$ cat config.mk
export PLATFORM = sky130hd
export DESIGN_NAME = sdram_arb
export DESIGN_NICKNAME = d
export VERILOG_FILES = /design/src/rtl/sdram_arb.sv
export SDC_FILE = /design/constraint.sdc
export NUM_CORES = 1
export LEC_CHECK = 0
export BUFFER_PORTS_ARGS = -buffer_cell sky130_fd_sc_hd__buf_2
export CORE_ASPECT_RATIO = 0.5
export CORE_MARGIN = 8
export CORE_UTILIZATION = 42
export CTS_CLUSTER_SIZE = 10
export DETAILED_ROUTE_END_ITERATION = 16
export GPL_TIMING_DRIVEN = 1
export PLACE_DENSITY = 0.82
export REMOVE_ABC_BUFFERS = 1
export SYNTH_ARGS = -nofsm -noshare
export SYNTH_HDL_FRONTEND = slang
export SYNTH_SLANG_ARGS = --single-unit
export TNS_END_PERCENT = 20
$ cat constraint.sdc
create_clock -name clk -period 1.8 [get_ports clk]
set_input_delay 0.09 -clock clk [delete_from_list [all_inputs] [get_ports clk]]
set_output_delay 0.09 -clock clk [all_outputs]
set_load 0.005 [all_outputs]
$ cat src/rtl/sdram_arb.sv
// Two-client round-robin arbiter in front of a single-command SDRAM controller.
// One command in flight at a time; read data is routed back to the granted client.
module sdram_arb #(
    parameter int unsigned addrBits = 24,
    parameter int unsigned dataBits = 16
) (
    input  logic                clk,
    input  logic                rstn,
    input  logic                req0,
    input  logic                we0,
    input  logic [addrBits-1:0] addr0,
    input  logic [dataBits-1:0] wdata0,
    output logic                ack0,
    output logic                rvalid0,
    output logic [dataBits-1:0] rdata0,
    input  logic                req1,
    input  logic                we1,
    input  logic [addrBits-1:0] addr1,
    input  logic [dataBits-1:0] wdata1,
    output logic                ack1,
    output logic                rvalid1,
    output logic [dataBits-1:0] rdata1,
    output logic [addrBits-1:0] c_addr,
    output logic                c_r,
    output logic                c_w,
    output logic [dataBits-1:0] c_dw,
    input  logic [dataBits-1:0] c_dr,
    input  logic                c_busy
);

    typedef enum logic [1:0] {
        IDLE      = 2'd0,
        WAIT_BUSY = 2'd1,
        WAIT_DONE = 2'd2
    } state_t;

    state_t state_q, state_d;
    logic   gnt_q, gnt_d;     // client owning the in-flight command
    logic   last_q, last_d;   // client granted most recently
    logic   rd_q, rd_d;       // in-flight command is a read

    logic                c_r_d, c_w_d, ack0_d, ack1_d, rvalid0_d, rvalid1_d;
    logic [addrBits-1:0] c_addr_d;
    logic [dataBits-1:0] c_dw_d, rdata0_d, rdata1_d;

    logic pick, pick_we;

    // Round-robin winner: on contention the client not granted last.
    assign pick    = (req0 && req1) ? ~last_q : req1;
    assign pick_we = pick ? we1 : we0;

    always_comb begin
        state_d   = state_q;
        gnt_d     = gnt_q;
        last_d    = last_q;
        rd_d      = rd_q;
        c_r_d     = 1'b0;
        c_w_d     = 1'b0;
        ack0_d    = 1'b0;
        ack1_d    = 1'b0;
        rvalid0_d = 1'b0;
        rvalid1_d = 1'b0;
        c_addr_d  = c_addr;
        c_dw_d    = c_dw;
        rdata0_d  = rdata0;
        rdata1_d  = rdata1;

        case (state_q)
            IDLE: begin
                if (!c_busy && (req0 || req1)) begin
                    state_d  = WAIT_BUSY;
                    gnt_d    = pick;
                    last_d   = pick;
                    rd_d     = ~pick_we;
                    c_addr_d = pick ? addr1 : addr0;
                    c_dw_d   = pick ? wdata1 : wdata0;
                    c_r_d    = ~pick_we;
                    c_w_d    = pick_we;
                    ack0_d   = ~pick;
                    ack1_d   = pick;
                end
            end
            WAIT_BUSY: begin
                if (c_busy) begin
                    state_d = WAIT_DONE;
                end
            end
            WAIT_DONE: begin
                // Controller finished: read data is valid on c_dr this cycle.
                if (!c_busy) begin
                    state_d = IDLE;
                    if (rd_q) begin
                        if (gnt_q) begin
                            rdata1_d  = c_dr;
                            rvalid1_d = 1'b1;
                        end else begin
                            rdata0_d  = c_dr;
                            rvalid0_d = 1'b1;
                        end
                    end
                end
            end
            default: state_d = IDLE;
        endcase
    end

    always_ff @(posedge clk or negedge rstn) begin
        if (!rstn) begin
            state_q <= IDLE;
            gnt_q   <= 1'b0;
            last_q  <= 1'b1;
            rd_q    <= 1'b0;
            c_r     <= 1'b0;
            c_w     <= 1'b0;
            ack0    <= 1'b0;
            ack1    <= 1'b0;
            rvalid0 <= 1'b0;
            rvalid1 <= 1'b0;
            c_addr  <= '0;
            c_dw    <= '0;
            rdata0  <= '0;
            rdata1  <= '0;
        end else begin
            state_q <= state_d;
            gnt_q   <= gnt_d;
            last_q  <= last_d;
            rd_q    <= rd_d;
            c_r     <= c_r_d;
            c_w     <= c_w_d;
            ack0    <= ack0_d;
            ack1    <= ack1_d;
            rvalid0 <= rvalid0_d;
            rvalid1 <= rvalid1_d;
            c_addr  <= c_addr_d;
            c_dw    <= c_dw_d;
            rdata0  <= rdata0_d;
            rdata1  <= rdata1_d;
        end
    end

endmodule
== Yosys cells after proc, flatten, opt, wreduce, memory -nomap -nowiden ==
Cells that the tools add are included.

* Eq/ne operators: 5
* Mux-type cells: 24
* Bitwise gates (word level): 5
* Reductions and logical operators: 9

{| class="wikitable"
|+ Operator list
! operator !! count
|-
| 24-bit two-way mux || 1
|-
| 1-bit two-way mux || 18
|-
| 16-bit two-way mux || 1
|-
| 4-bit AND reduction || 2
|-
| 2-bit two-way mux || 3
|-
| 2-bit != test, second input constant || 3
|-
| 2-bit case mux with 3 select lines || 1
|-
| 1-bit inverter || 5
|-
| 3-bit AND reduction || 1
|-
| 2-bit by 1-bit equality test with 1-bit output, second input constant || 1
|-
| 2-bit equality test, second input constant || 1
|-
| 1-bit logical AND || 2
|-
| 2-bit logical NOT || 1
|-
| 2-bit AND reduction || 1
|-
| 1-bit logical NOT || 1
|-
| 1-bit logical OR || 1
|}

* Flip-flop bits (word level): 83
* Input bits: 103
* Output and inout port bits: 78

== Logic depth before layout (Yosys ltp) ==
* Depth after elaboration: 6
* Depth in mapped cells: 5
* Gate-level depth less buffers: 4

== Worst setup path before layout ==
OpenSTA, ideal clock, no wires.

* Path kind: register -> register
* Start point: reg state_q[0]
* End point: reg rdata0[10]
* Library setup time: 125 ps
* Arrival time: 1425 ps
* Slack: 250 ps
* Stages on the path, launching flop included: 6
* Clock period less this slack: 1550 ps
* Path through: dfrtp_1 and4bb_1 nor2b_1 buf_6 buf_6 mux2_4

* Longest elaborated chain between the ends: 2

{| class="wikitable"
|+ RTL lines
! what !! line !! RTL
|-
| from (decl) || 37 || <nowiki>state_t state_q, state_d;</nowiki>
|-
| from (signal assigned) || 124 || <nowiki>state_q <= state_d;</nowiki>
|-
| 2-bit equality test || 68 || <nowiki>case (state_q)</nowiki>
|-
| 4-bit AND reduction (no source line) || -- ||
|-
| to (signal assigned) || 136 || <nowiki>rdata0 <= rdata0_d;</nowiki>
|-
| to (decl) || 15 || <nowiki>output logic [dataBits-1:0] rdata0,</nowiki>
|}

Every way passes these cells.
A chain may end at the register's enable or synchronous reset.

== Worst setup path in the final report ==
* Start point: reg state_q[0]
* End point: reg c_dw[8]

* Longest elaborated chain between the ends: 2

{| class="wikitable"
|+ RTL lines
! what !! line !! RTL
|-
| 2-bit logical NOT || 68 ||
|-
| 2-bit AND reduction (no source line) || -- ||
|-
| to (signal assigned) || 135 || <nowiki>c_dw <= c_dw_d;</nowiki>
|-
| to (decl) || 26 || <nowiki>output logic [dataBits-1:0] c_dw,</nowiki>
|}

Every way passes these cells.

==> impl_results.md <==
- Avg WL per Cell: between 15 and 20 um
- Die area: 11600 um^2
- Via-to-Cell Ratio: roughly 5.2
- Hold WC Path Type: in2reg
- Starting density of the core: 43.2%
- CP startpoint kind: flip-flop
- Layout cells sized above 1: approximately 64%
- R2R cell count: 4
- CTS root buf: clkbuf_16
- Ant diodes: 0
- Antenna Nets Post-Route: 0
- CTS H-Tree Depth: 3
- Critical Path Sink Type: flip-flop
- Worst-path fanout max: 37
- Relative slew margins: a little over three fifths
- Yosys warnings: 0
- Vias in the first global route: 2950
- Max Used Layer: met4
- Largest net degree at the start of global routing: 46
- I/O Buffers: 180
- Kind of critical path: reg2reg
- Tmin final: about 1.6 ns
- Initial DRT Pass Iterations: 5
- Routed WL: between 10000 and 15000 um
- Number of synthesized register bits: 83
- DPL Wire Length: 7360 um
- Final period util: 90.2%
- Clock Latency Late Sink: 0.33 ns
- Mapped Cells: between 200 and 250
- RSZ-0062 raised after global routing: false
- Clk pin slew, worst setup/hold paths: about 0.060 ns
- Total negative slack: 0 ns
- Die Y-Extent: about 80 um
- Post-Synthesis Mean Instance Area: ~14 um^2
- DRT met1 WL: ~3800 um
- Status: finished clean
- DR iter-0 viols: ~140
- Remaining DRCs: 0
- # nets final: ~530
- Pleak: between 2 and 2.5 nW
- CP Data Required Time: just over 2 ns
- Hold buffer count at CTS: 9
- Vias: 2828
- Placed Cells: roughly 520
- Seq/Total Area, Yosys: between 60% and 70%
- GPL Wtd Cong: between 0.7 and 0.8
- Count of standard-cell rows: 23
- Resized cells post-CTS: 0
- Worst-Margin Slew: roughly 0.56 ns
- Post-synthesis instance area: 3450 um^2
- Die W: 144 um
- Number of setup buffers added after CTS: 0
- Syn-to-layout area delta: 41.3%
- Final Max Tran Viols: 0
- Overflow after GRT: 0
- Hold-critical path depth: 2
- Metal2 WL: 5600 um
- Pwr dens: 1540 nW/um^2
- CTS tree: built
- Clock tree buffer depth: 2
- Initial antenna violation count: 0
- CP arrival: approximately 1.9 ns
- I/O pin count: 181
- Worst VDD drop: approximately 630 uV
- Final std cells w/o fill: about 550
- Max Cap Viol: 0
- Final WS setup: 0.177 ns
- Final Skew: between 0.004 and 0.005 ns
- Wire length of the first global-routing pass: roughly 16000 um
- CTS buffer count: 9
- Final setup fails: 0
- Clk sink count: between 80 and 90
- GRT Total Usage: between 15 and 20%
- Core Area: around 8000 um^2
- Netlist cell types: 30
- Pre-CTS setup slack: about 0.19 ns
- Total power draw: between 7 and 8 mW
- Fmax: approximately 0.62 GHz
- Hold Violations, Final: 0
- Met3 WL post-DR: 441 um
## final timing paths
check	startpoint	slack, ns	endpoint
min in group asynchronous	rstn	0.33	rdata1[0]
worst min register to register	rdata1[6]	0.50	rdata1[6]
worst max register to register	state_q[0]	0.18	c_dw[8]
max in group asynchronous	rstn	0.85	c_dw[2]
worst min-delay path	c_dr[7]	0.01	rdata0[7]
worst max-delay path	state_q[0]	0.18	c_dw[8]
## worst max-delay path, stage by stage, from the launching register on
cell and delay [ns]:
dfrtp_1 0.42, or3_4 0.41, nor2_2 0.25, buf_12 0.24, o221a_2 0.22
## through the flow
step / hold slack (ns) / util, % / instance area (um^2)
after detailed placement: 0.119 / 56.2 / 4490
after global placement: 0.114 / 56.2 / 4490
after floorplan: -0.206 / - / 3340
final: 0.0128 / 61.0 / 4880
after CTS: 0.00359 / 61.0 / 4880
after global routing: 0.00103 / 61.0 / 4880
## report_power, final
group	internal, mW	switching, mW	leakage, nW
Combinational	1.54	1.07	1.27
Clock	1.08	0.720	0.136
Sequential	2.65	0.444	0.997
Total	5.28	2.23	2.40
## cells in the final DEF, fill, tap and decap left out, types with 3 or more instances in the layout
cell           Yosys  layout
mux2_4             9       9
dlygate4sd3_1      0       9
mux2_2            23      23
or3_1             40      40
buf_2              3     179
o221a_2           40      40
clkbuf_16          0       9
buf_4              4       7
inv_1              3       3
buf_12             0       3
dfrtp_1           82      82
nor2_1             3       3
## final cells by class
cell class / count / area [um^2]
fill: 638 / 3120
sequential: 83 / 2080
multi-input combinational: 136 / 1260
timing repair buffer: 198 / 1100
clock buffer: 11 / 233
tap: 112 / 140
clock inverter: 5 / 62.6
inverter: 3 / 11.3
## per-layer routing
metal / up-vias / track usage (%)
met1: 1413 / 18.6
met3: 17 / 3.73
met4: 0 / 6.59
li1: 1307 / -
met5: - / 0
met2: 91 / 32.7
## synthesized netlist by cell type
cell       n  share of area [%]
inv_1      3               0.33
nand3_1    1               0.14
and2_1     1               0.18
nand2_1    2               0.22
o22ai_1    1               0.18
nor3_1     1               0.14
or3_4      1               0.33
o221a_2   40                 13
buf_2      3               0.43
nand2b_1   2               0.36
mux2_2    23                7.5
xor2_1     1               0.25
o221ai_1   1               0.25
nand2_2    1               0.18
clkbuf_1   6               0.65
buf_4      4               0.87
buf_6      2               0.65
nor2b_1    1               0.18
a21bo_2    1               0.29
o21ai_0    2               0.29
mux2i_1    1               0.29
a21o_1     2               0.43
dfstp_2    1               0.76
clkbuf_2   4               0.58
and4bb_1   1               0.36
nor2_2     1               0.18
mux2_4     9                3.9
nor2_1     3               0.33
or3_1     40                7.2
dfrtp_1   82                 59
## state kept, by name, summed over array words and instances, names as in the netlist
signal / count
rvalid1: 1
rdata1: 16
c_w: 1
ack0: 1
gnt_q: 1
state_q: 2
c_r: 1
rd_q: 1
ack1: 1
c_dw: 16
rdata0: 16
c_addr: 24
rvalid0: 1
last_q: 1
## kinds of logic (layout without fill, tap and decap cells)
group / after synthesis / in the layout / synth area share [%]
buf+inv: 22 / 217 / 3.51
compound gates: 47 / 47 / 14.5
xor+xnor: 1 / 1 / 0.254
simple gates: 55 / 55 / 9.86
flops: 83 / 83 / 60.2
mux: 33 / 33 / 11.7
Power figures use the tool's default switching activity.
